[src/rtl/mem_arbiter_if.sv]
// -----------------------------------------------------------------------------
// mem_arbiter_if
//   Bundle of every bus signal around the RAM arbiter: the instruction-fetch
//   side, the data-memory side and the single RAM port.
//
//   modport slave  : the arbiter's view (requests and RAM status in; grants,
//                    RAM controls and load data out).
//   modport master : the surroundings' view (core + RAM model), the mirror.
//
//   Signals
//     iREN, iaddr            instruction read request / address
//     iload, iwait           instruction data / hold request
//     dREN, dWEN             data read / write request
//     daddr, dstore          data address / write value
//     dload, dwait           data read value / hold request
//     ramREN, ramWEN         RAM read / write enable
//     ramaddr, ramstore      RAM address / write data
//     ramload, ramstate      RAM read data / status (FREE, BUSY, ACCESS, ERROR)
// -----------------------------------------------------------------------------
interface mem_arbiter_if;
  logic        iREN;
  logic [31:0] iaddr;
  logic [31:0] iload;
  logic        iwait;

  logic        dREN;
  logic        dWEN;
  logic [31:0] daddr;
  logic [31:0] dstore;
  logic [31:0] dload;
  logic        dwait;

  logic        ramREN;
  logic        ramWEN;
  logic [31:0] ramaddr;
  logic [31:0] ramstore;
  logic [31:0] ramload;
  logic [1:0]  ramstate;

  modport slave (
    input  iREN, iaddr, dREN, dWEN, daddr, dstore, ramload, ramstate,
    output iload, iwait, dload, dwait, ramREN, ramWEN, ramaddr, ramstore
  );

  modport master (
    output iREN, iaddr, dREN, dWEN, daddr, dstore, ramload, ramstate,
    input  iload, iwait, dload, dwait, ramREN, ramWEN, ramaddr, ramstore
  );
endinterface

[src/rtl/mem_arbiter.sv]
// -----------------------------------------------------------------------------
// mem_arbiter
//   Shares the single RAM port between the instruction-fetch and data-memory
//   paths of the pipelined core. A three-state FSM (IDLE, IGRANT, DGRANT)
//   grants one side at a time, data side first. Address, store data and
//   enables pass straight through to the RAM; load data goes back to both
//   sides and each side gets its own wait signal. Every output is
//   combinational from the state register and the requester inputs.
//
//   Optional feature: define MEM_ARB_STARVE_GUARD_EN to add a 3-bit saturating
//   streak counter that forces an instruction grant after STARVE_LIMIT
//   consecutive data completions while iREN is pending. Without the macro,
//   data requests have strict priority.
//
//   Parameters
//     STARVE_LIMIT  data completions (iREN pending) before a forced
//                   instruction grant, legal range 1..7
//   Ports
//     CLK   clock, rising edge
//     nRST  reset, asynchronous, active-low
//     bus   mem_arbiter_if.slave: requester sides and RAM port
// -----------------------------------------------------------------------------
module mem_arbiter #(
  parameter int unsigned STARVE_LIMIT = 4
) (
  input  logic          CLK,
  input  logic          nRST,
  mem_arbiter_if.slave  bus
);

  typedef enum logic [1:0] {
    IDLE   = 2'd0,
    IGRANT = 2'd1,
    DGRANT = 2'd2
  } state_t;

  localparam logic [1:0] RAM_ACCESS = 2'd2;
  localparam logic [1:0] RAM_ERROR  = 2'd3;

  // Out-of-range limits are rejected at elaboration.
  if (STARVE_LIMIT < 1 || STARVE_LIMIT > 7) begin : g_limit_check
    $error("mem_arbiter: STARVE_LIMIT must be within 1..7");
  end

  state_t state_q;
  state_t state_d;

  logic dreq;
  logic i_done;
  logic d_done;
  logic ram_ends;
  logic force_igrant;

  assign dreq     = bus.dREN | bus.dWEN;
  assign i_done   = (state_q == IGRANT) && (bus.ramstate == RAM_ACCESS);
  assign d_done   = (state_q == DGRANT) && (bus.ramstate == RAM_ACCESS);
  // ACCESS completes the grant; ERROR drops it so the still-waiting requester
  // is re-arbitrated from IDLE and the access is retried.
  assign ram_ends = (bus.ramstate == RAM_ACCESS) || (bus.ramstate == RAM_ERROR);

  // NOTE: state registers use non-blocking assignments so every flop samples
  // the pre-edge values, independent of process evaluation order.
  always_ff @(posedge CLK, negedge nRST) begin
    if (!nRST) state_q <= IDLE;
    else       state_q <= state_d;
  end

`ifdef MEM_ARB_STARVE_GUARD_EN
  localparam logic [2:0] STREAK_LIMIT = 3'(STARVE_LIMIT);

  // Counts consecutive data completions that happened while the instruction
  // side was left waiting.
  logic [2:0] streak_q;

  always_ff @(posedge CLK, negedge nRST) begin
    if (!nRST) begin
      streak_q <= '0;
    end else if (i_done) begin
      streak_q <= '0;
    end else if (d_done) begin
      if (!bus.iREN)             streak_q <= '0;
      else if (streak_q != 3'd7) streak_q <= streak_q + 3'd1;
    end
  end

  assign force_igrant = (streak_q >= STREAK_LIMIT) && bus.iREN;
`else
  assign force_igrant = 1'b0;
`endif

  // NOTE: every output of this block gets a default before the case, so no
  // path leaves a signal unassigned and no latch is inferred.
  always_comb begin
    state_d      = state_q;
    bus.ramREN   = 1'b0;
    bus.ramWEN   = 1'b0;
    bus.ramaddr  = '0;
    bus.ramstore = '0;

    case (state_q)
      IDLE: begin
        if (force_igrant)  state_d = IGRANT;
        else if (dreq)     state_d = DGRANT;
        else if (bus.iREN) state_d = IGRANT;
      end

      IGRANT: begin
        // Enable follows the request so a withdrawn fetch stops at once.
        bus.ramREN  = bus.iREN;
        bus.ramaddr = bus.iaddr;
        if (!bus.iREN || ram_ends) state_d = IDLE;
      end

      DGRANT: begin
        // A write wins when both enables are raised.
        bus.ramWEN   = bus.dWEN;
        bus.ramREN   = bus.dREN & ~bus.dWEN;
        bus.ramaddr  = bus.daddr;
        bus.ramstore = bus.dstore;
        if (!dreq || ram_ends) state_d = IDLE;
      end

      default: state_d = IDLE;
    endcase
  end

  assign bus.iwait = bus.iREN & ~i_done;
  assign bus.dwait = dreq & ~d_done;
  assign bus.iload = bus.ramload;
  assign bus.dload = bus.ramload;

endmodule

[src/flat_wrapper.sv]
// flat-port wrapper written by rule: the top's interface ports become plain ports
module mem_arbiter_flat 
#(
  parameter int unsigned STARVE_LIMIT = 4
)
  (CLK, nRST, bus_iREN, bus_iaddr, bus_dREN, bus_dWEN, bus_daddr, bus_dstore, bus_ramload, bus_ramstate, bus_iload, bus_iwait, bus_dload, bus_dwait, bus_ramREN, bus_ramWEN, bus_ramaddr, bus_ramstore);
  mem_arbiter_if bus_i ();
  input  logic CLK;
  input  logic nRST;
  input wire logic [$bits(bus_i.iREN)-1:0] bus_iREN;
  input wire logic [$bits(bus_i.iaddr)-1:0] bus_iaddr;
  input wire logic [$bits(bus_i.dREN)-1:0] bus_dREN;
  input wire logic [$bits(bus_i.dWEN)-1:0] bus_dWEN;
  input wire logic [$bits(bus_i.daddr)-1:0] bus_daddr;
  input wire logic [$bits(bus_i.dstore)-1:0] bus_dstore;
  input wire logic [$bits(bus_i.ramload)-1:0] bus_ramload;
  input wire logic [$bits(bus_i.ramstate)-1:0] bus_ramstate;
  output wire logic [$bits(bus_i.iload)-1:0] bus_iload;
  output wire logic [$bits(bus_i.iwait)-1:0] bus_iwait;
  output wire logic [$bits(bus_i.dload)-1:0] bus_dload;
  output wire logic [$bits(bus_i.dwait)-1:0] bus_dwait;
  output wire logic [$bits(bus_i.ramREN)-1:0] bus_ramREN;
  output wire logic [$bits(bus_i.ramWEN)-1:0] bus_ramWEN;
  output wire logic [$bits(bus_i.ramaddr)-1:0] bus_ramaddr;
  output wire logic [$bits(bus_i.ramstore)-1:0] bus_ramstore;
  assign bus_i.iREN = bus_iREN;
  assign bus_i.iaddr = bus_iaddr;
  assign bus_i.dREN = bus_dREN;
  assign bus_i.dWEN = bus_dWEN;
  assign bus_i.daddr = bus_daddr;
  assign bus_i.dstore = bus_dstore;
  assign bus_i.ramload = bus_ramload;
  assign bus_i.ramstate = bus_ramstate;
  assign bus_iload = bus_i.iload;
  assign bus_iwait = bus_i.iwait;
  assign bus_dload = bus_i.dload;
  assign bus_dwait = bus_i.dwait;
  assign bus_ramREN = bus_i.ramREN;
  assign bus_ramWEN = bus_i.ramWEN;
  assign bus_ramaddr = bus_i.ramaddr;
  assign bus_ramstore = bus_i.ramstore;
  mem_arbiter #(.STARVE_LIMIT(STARVE_LIMIT)) u_core (.CLK(CLK), .nRST(nRST), .bus(bus_i));
endmodule
[config.mk]
export PLATFORM = sky130hd
export DESIGN_NAME = mem_arbiter_flat
export DESIGN_NICKNAME = d
export VERILOG_FILES = /design/src/rtl/mem_arbiter_if.sv /design/src/rtl/mem_arbiter.sv /design/src/flat_wrapper.sv
export SDC_FILE = /design/constraint.sdc
export NUM_CORES = 1
export LEC_CHECK = 0
export ABC_AREA = 1
export CAP_MARGIN = 40
export CORE_AREA = 2 2 103 105
export CTS_BUF_LIST = sky130_fd_sc_hd__clkbuf_8
export DETAILED_ROUTE_END_ITERATION = 10
export DIE_AREA = 0 0 105 107
export PLACE_DENSITY = 0.6
export SETUP_SLACK_MARGIN = 0.4
export SYNTH_ARGS = -nofsm -noshare
export SYNTH_HDL_FRONTEND = slang
export SYNTH_SLANG_ARGS = --single-unit
[constraint.sdc]
create_clock -name CLK -period 1.6 [get_ports CLK]
set_input_delay 0.24 -clock CLK [delete_from_list [all_inputs] [get_ports CLK]]
set_output_delay 0.24 -clock CLK [all_outputs]
set_load 0.05 [all_outputs]
# ---- Word level (Yosys, flattened, before mapping)
# Cells that the tools add are included.
# W data, S select, Z words.
dict set report totals {
  rom_bits 0
  register_bits 2
  in_bits 135
  memories 0
  latch_bits 0
  word_cells 33
  ram_bits 0
}
dict set report classes {
  n_addsub 0
  shift 0
  muxes 9
  div 0
  n_mul 0
  n_eq_ne 7
  reduce_logical 9
  n_bitwise 7
  n_lt_le_gt_ge 0
}
# operator count
set op_table {}
lappend op_table {{$pmux W32 S2} 1}
lappend op_table {{$mux W32} 1}
lappend op_table {{$mux W2} 4}
lappend op_table {{$eq A2 B2 Y1 const B} 3}
lappend op_table {{$pmux W2 S3} 1}
lappend op_table {{$ne A2 B2 Y1 const B} 2}
lappend op_table {{$and A1 B1 Y1} 3}
lappend op_table {{$logic_or A1 B1 Y1} 3}
lappend op_table {{$ne A3 B2 Y1 const B} 1}
lappend op_table {{$not A1 Y1} 3}
lappend op_table {{$reduce_and A3 Y1} 1}
lappend op_table {{$eq A2 B1 Y1 const B} 1}
lappend op_table {{$logic_and A1 B1 Y1} 2}
lappend op_table {{$logic_not A1 Y1} 2}
lappend op_table {{$logic_not A2 Y1} 1}
lappend op_table {{$pmux W1 S2} 1}
lappend op_table {{$mux W1} 1}
lappend op_table {{$or A1 B1 Y1} 1}

# ---- Longest topological paths before layout
dict set report logic_depth {
  depth_word 5
  ltp_mapped 8
}

# ---- Least setup slack after synthesis
# Ideal clock, no wire load.
dict set report synth_path {
  path_type {register -> output}
  start {register u_core.state_q[1]}
  end {output port bus_ramaddr[0]}
  path_slack_ns -0.308
  path_stages_with_launch 7
  arrival_ns 1.668
  n_path_buf 2
  path_cell_list {dfrtp_1 inv_1 ha_1 buf_4 buf_6 nand2_1 a21oi_1}
}
dict set report synth_via {
  elab_chain_cells 2
  word_cells_on_any_way 3
  classes_between {eq/ne: 2; mux: 1}
}
# element line
set synth_lines {}
lappend synth_lines {{start: declaration} mem_arbiter.sv:45} ;# state_t state_q;
lappend synth_lines {{start signal: assignment} mem_arbiter.sv:65} ;# else state_q <= state_d;
lappend synth_lines {{$eq A2 B2 Y1 / $eq A2 B1 Y1 (equally long branches)} mem_arbiter.sv:100} ;# case (state_q)
lappend synth_lines {{$pmux W32 S2 (*)} mem_arbiter.sv:100}
lappend synth_lines {{end: declaration} flat_wrapper.sv:24} ;# output wire logic [$bits(bus_i.ramaddr)-1:0] bus_ramaddr;
# Every way passes the cells marked *; elsewhere a longest branch is shown, timed or not.

# ---- Worst setup path after layout
dict set report layout_path {
  start {register u_core.state_q[1]}
  end {output port bus_ramstore[3]}
}
dict set report layout_via {
  elab_chain_cells 2
}
# element line
set layout_lines {}
lappend layout_lines {{$eq A2 B2 Y1} mem_arbiter.sv:100}
lappend layout_lines {{$mux W32} mem_arbiter.sv:100}
lappend layout_lines {{end: declaration} flat_wrapper.sv:25} ;# output wire logic [$bits(bus_i.ramstore)-1:0] bus_ramstore;
# No other way between the ends.

==> results.md <==
- The run finished, with violations left.
- The checks that failed: negative setup slack.
- By area, the combinational part of the netlist is dominated by buffers and inverters.
- After the first detailed-routing iteration, the DRC count stood at 59.
- The library cells used most frequently in the layout, excluding fill and tap cells, are clkdlybuf4s50_1, buf_12, nand2_1, a21oi_4, clkinvlp_4.
- The number of global-route vias before repair is 2185.
- The count of unique library cells instantiated by Yosys is 14.
- Of the total synthesized cell area, the portion taken by XOR and XNOR cells is 0.
- The clock drives 2 sinks.
- The data arrival time of the critical path is 1550 ps.
- Between clock sinks in the finished design, the worst skew comes to 0.114 ps.
- When the netlist entered floorplanning its net count stood at 418.
- The post-synthesis compound-gate area fraction was 0.116.
- In the final layout, the share of cells above drive strength 1 is 0.571.
- The share of total power dissipated in combinational logic is 0.963.
- The number of buffer cells added on primary ports is 170.
- With fillers left out, the area of the finished cells amounts to 0.00474 sq mm.
- Yosys attributes the largest share of cell area to buf_4, nand2_1, a21oi_1, inv_1, buf_6.
- Of the available clock period, the critical path in the final layout requires 1.12.
- Once routing completed, OpenROAD measured the worst setup slack at -190 ps.
- In the global route stage, overall resource usage came out at 0.123.
- The hold violation count in the final report is 0.
- The CTS tree is built.
- The detailed-router iteration count before antenna repair is 4.
- Leaving out fill and tap cells, the most frequent cell in the layout is clkdlybuf4s50_1.
- The share of total power dissipated in the clock network is 0.026.
- The number of antenna diodes in the final layout is 0.
- After layout, the design draws a total of 7.57 mW.
- In this run the vertical extent of the chip is 107 um.
- The launching point of the worst reg2reg path is u_core.state_q[0].
- The final cell count without fillers is 539.
- The max-slew violation total from the final report is 0.
- The largest net degree at the start of global routing is 25.
- The final net count is 543.
- The total grt overflow is 0.
- In the final routed layout, each cell accounts on average for 14.1 um.
- After detailed routing, the number of remaining DRC violations is 0.
- The setup total negative slack is -9810 ps.
- The number of buffers created by CTS is 3.
- The worst slack at placement is -93.8 ps.
- The placement-stage cell area is 0.00440 sq mm.
- Headroom to the max-slew limit came out at 0.853.
- In this run the power density over the cells is 1600 mW/mm^2.
- The proportion of power drawn by flip-flops and latches is 0.011.
- The die covers 0.0112 sq mm.
- The post-synthesis to final-layout area growth is 213%.
- The congestion estimate from routability-driven global placement came to 0.830.
- The estimated wirelength of the detail-placed design is 6.02 mm.
- The maximum fanout along the worst path is 24.
- The number of top-level pins is 267.
- Synthesis handed over a netlist of 280 instances.
- After filler insertion, the fill cell instance count of the layout stands at 971.
- The min-delay analysis places its worst path in the category input port to async pin.
- Of the total synthesized cell area, the portion taken by AND, OR, NAND and NOR gates is 0.304.
- In this run the number of H-tree levels came out at 1.
- The synthesized cell area is 0.00151 sq mm.
- For the worst setup path, the data required time is 1360 ps.
- The mean area per synthesized cell is 5.40 sq um.
- The die is 105 um wide.
- The worst setup path is launched from a flop.
- The flip-flop count of the largest register, all copies and words added is 2.
- During synthesis, Yosys emitted a total of 0 warnings.
- The tree is rooted in a clkbuf_8.
- Of the total power, the share spent switching nets is 0.530.
- Counting flops per register, the top entry is u_core.state_q.
- The global-route wire length before repair is 11.1 mm.
- The internal power of the cells is 3.56 mW.
- The overall via count from detail_route is 2069.
- The largest registers in the layout are u_core.state_q x2.
- The switching power total is 4.02 mW.
- Setup repair after global routing could not meet its margin everywhere.
- The count of endpoints failing setup in the final report is 68.
- The synthesized-area fraction occupied by adder cells is 0.0248.
- The latest clock arrival within the worst-skew pair is 210 ps.
- The portion of synthesized area spent on multiplexers is 0.
- After layout, the minimum clock period comes to 1790 ps.
- The highest attainable clock frequency is 559 MHz.
- The standard cell core area is 0.0101 sq mm.
- In this run, placement finished with an instance count of 525.
- The worst setup path is captured at a primary output.
- In this run, synthesis produced a sequential element count of 2.
- For this design the static power due to leakage is 1.76 nW.
- The leading area contributor after synthesis is buf_4.
- The post-route antenna net violation count is 0.
- For this configuration, the core starts out at a cell density of 0.150.
- The reported max-cap violation count is 0.
- The number of antenna violations at the first check in global routing came to 0.
- In this run the deepest clock path goes through 2 buffers.
- The worst setup path is of the flop to primary output kind.
- For this run, the register share of the synthesized area comes to 0.0331.
- After clock tree synthesis, the clock-pin slew on the worst setup and hold paths is 30 ps.
- The maximum vdd drop is 0.706 mV.
- The initialized floorplan defines 37 standard-cell rows.
- The source of the critical timing path is u_core.state_q[1].
- Of the post-synthesis cell area, the dominant cell type holds 0.337.
- The routed design has 7.60 mm of wire.
- The detail-routed via count per cell is 3.84.
- The measured slew at the worst slew-check pin is 219 ps.
## final timing paths
path | end | slack, ps | cells after the start
max | bus_ramstore[3] | -190 | 7
min | u_core.state_q[1] | 230 | 1
max reg2reg | u_core.state_q[0] | 150 | 9
min reg2reg | u_core.state_q[0] | 530 | 2
max in group asynchronous | u_core.state_q[0] | 1220 | 1
min in group CLK | bus_dload[21] | 480 | 0
## worst max-delay path, cell delays in order, from the launching register on
cell and delay [ps]:
dfrtp_1 390, buf_6 130, ha_4 170, buf_12 160
buf_12 160, nand2_4 60, clkinvlp_4 90, buf_12 150
## per-stage QoR
| step | hold slack, ps | util |
|---|---|---|
| final | 226 | 0.470 |
| after global routing | 223 | 0.470 |
| after CTS | 212 | 0.450 |
| after floorplan | -55.6 | - |
| after global placement | 429 | 0.436 |
| after detailed placement | 435 | 0.436 |
## cell families (layout without fill, tap and decap cells)
group,count (synthesis),in the layout
AOI/OAI and AO/OA,35,35
and+or+nand+nor,117,117
buffers and inverters,123,246
adders and majority gates,3,3
DFF,2,2
## cell type report
cell class	count	area, sq um	area share
flip-flops and latches	2	50.0	0.0106
repair buffers	199	2790	0.589
multi-input cells	155	1390	0.293
clock buffers	3	41.3	0.00871
well taps	136	170	0.0359
inverters	44	297	0.0626
## repair_timing
action / 4_1_cts / 5_1_grt
resized for setup: 13 / 26
gates cloned: 1 / 5
endpoints found under the setup margin: 70 / 70
buffers inserted: 2 / 3
pin swaps: 2 / 3
hold buffers: 0 / 0
## power groups by stage
stage               clock network, mW  logic (mW)  registers (mW)
finish                          0.200        7.29          0.0826
global route                    0.207        7.59          0.0851
CTS                             0.207        7.06          0.0775
detailed placement                  0        6.75          0.0863
global placement                    0        6.67          0.0841
floorplan                           0        4.39          0.0773
## Yosys cell counts
cell,instances
buf_6,7
nand3_1,5
buf_2,3
dfrtp_1,2
nor2_1,3
nand2_1,106
ha_1,3
buf_12,1
nand3_2,2
o21ai_0,2
buf_4,68
inv_1,44
a21oi_1,33
or2_1,1
## layer usage
layer / part of all wire / vias up / global-route usage / routed length (um)
met5: 0 / - / 0 / 0
met4: 0.012 / 0 / 0.0267 / 88
met3: 0.10 / 9 / 0.0480 / 781
met2: 0.55 / 110 / 0.237 / 4150
met1: 0.34 / 938 / 0.124 / 2580
li1: - / 1012 / - / -
Power figures use the tool's default switching activity.
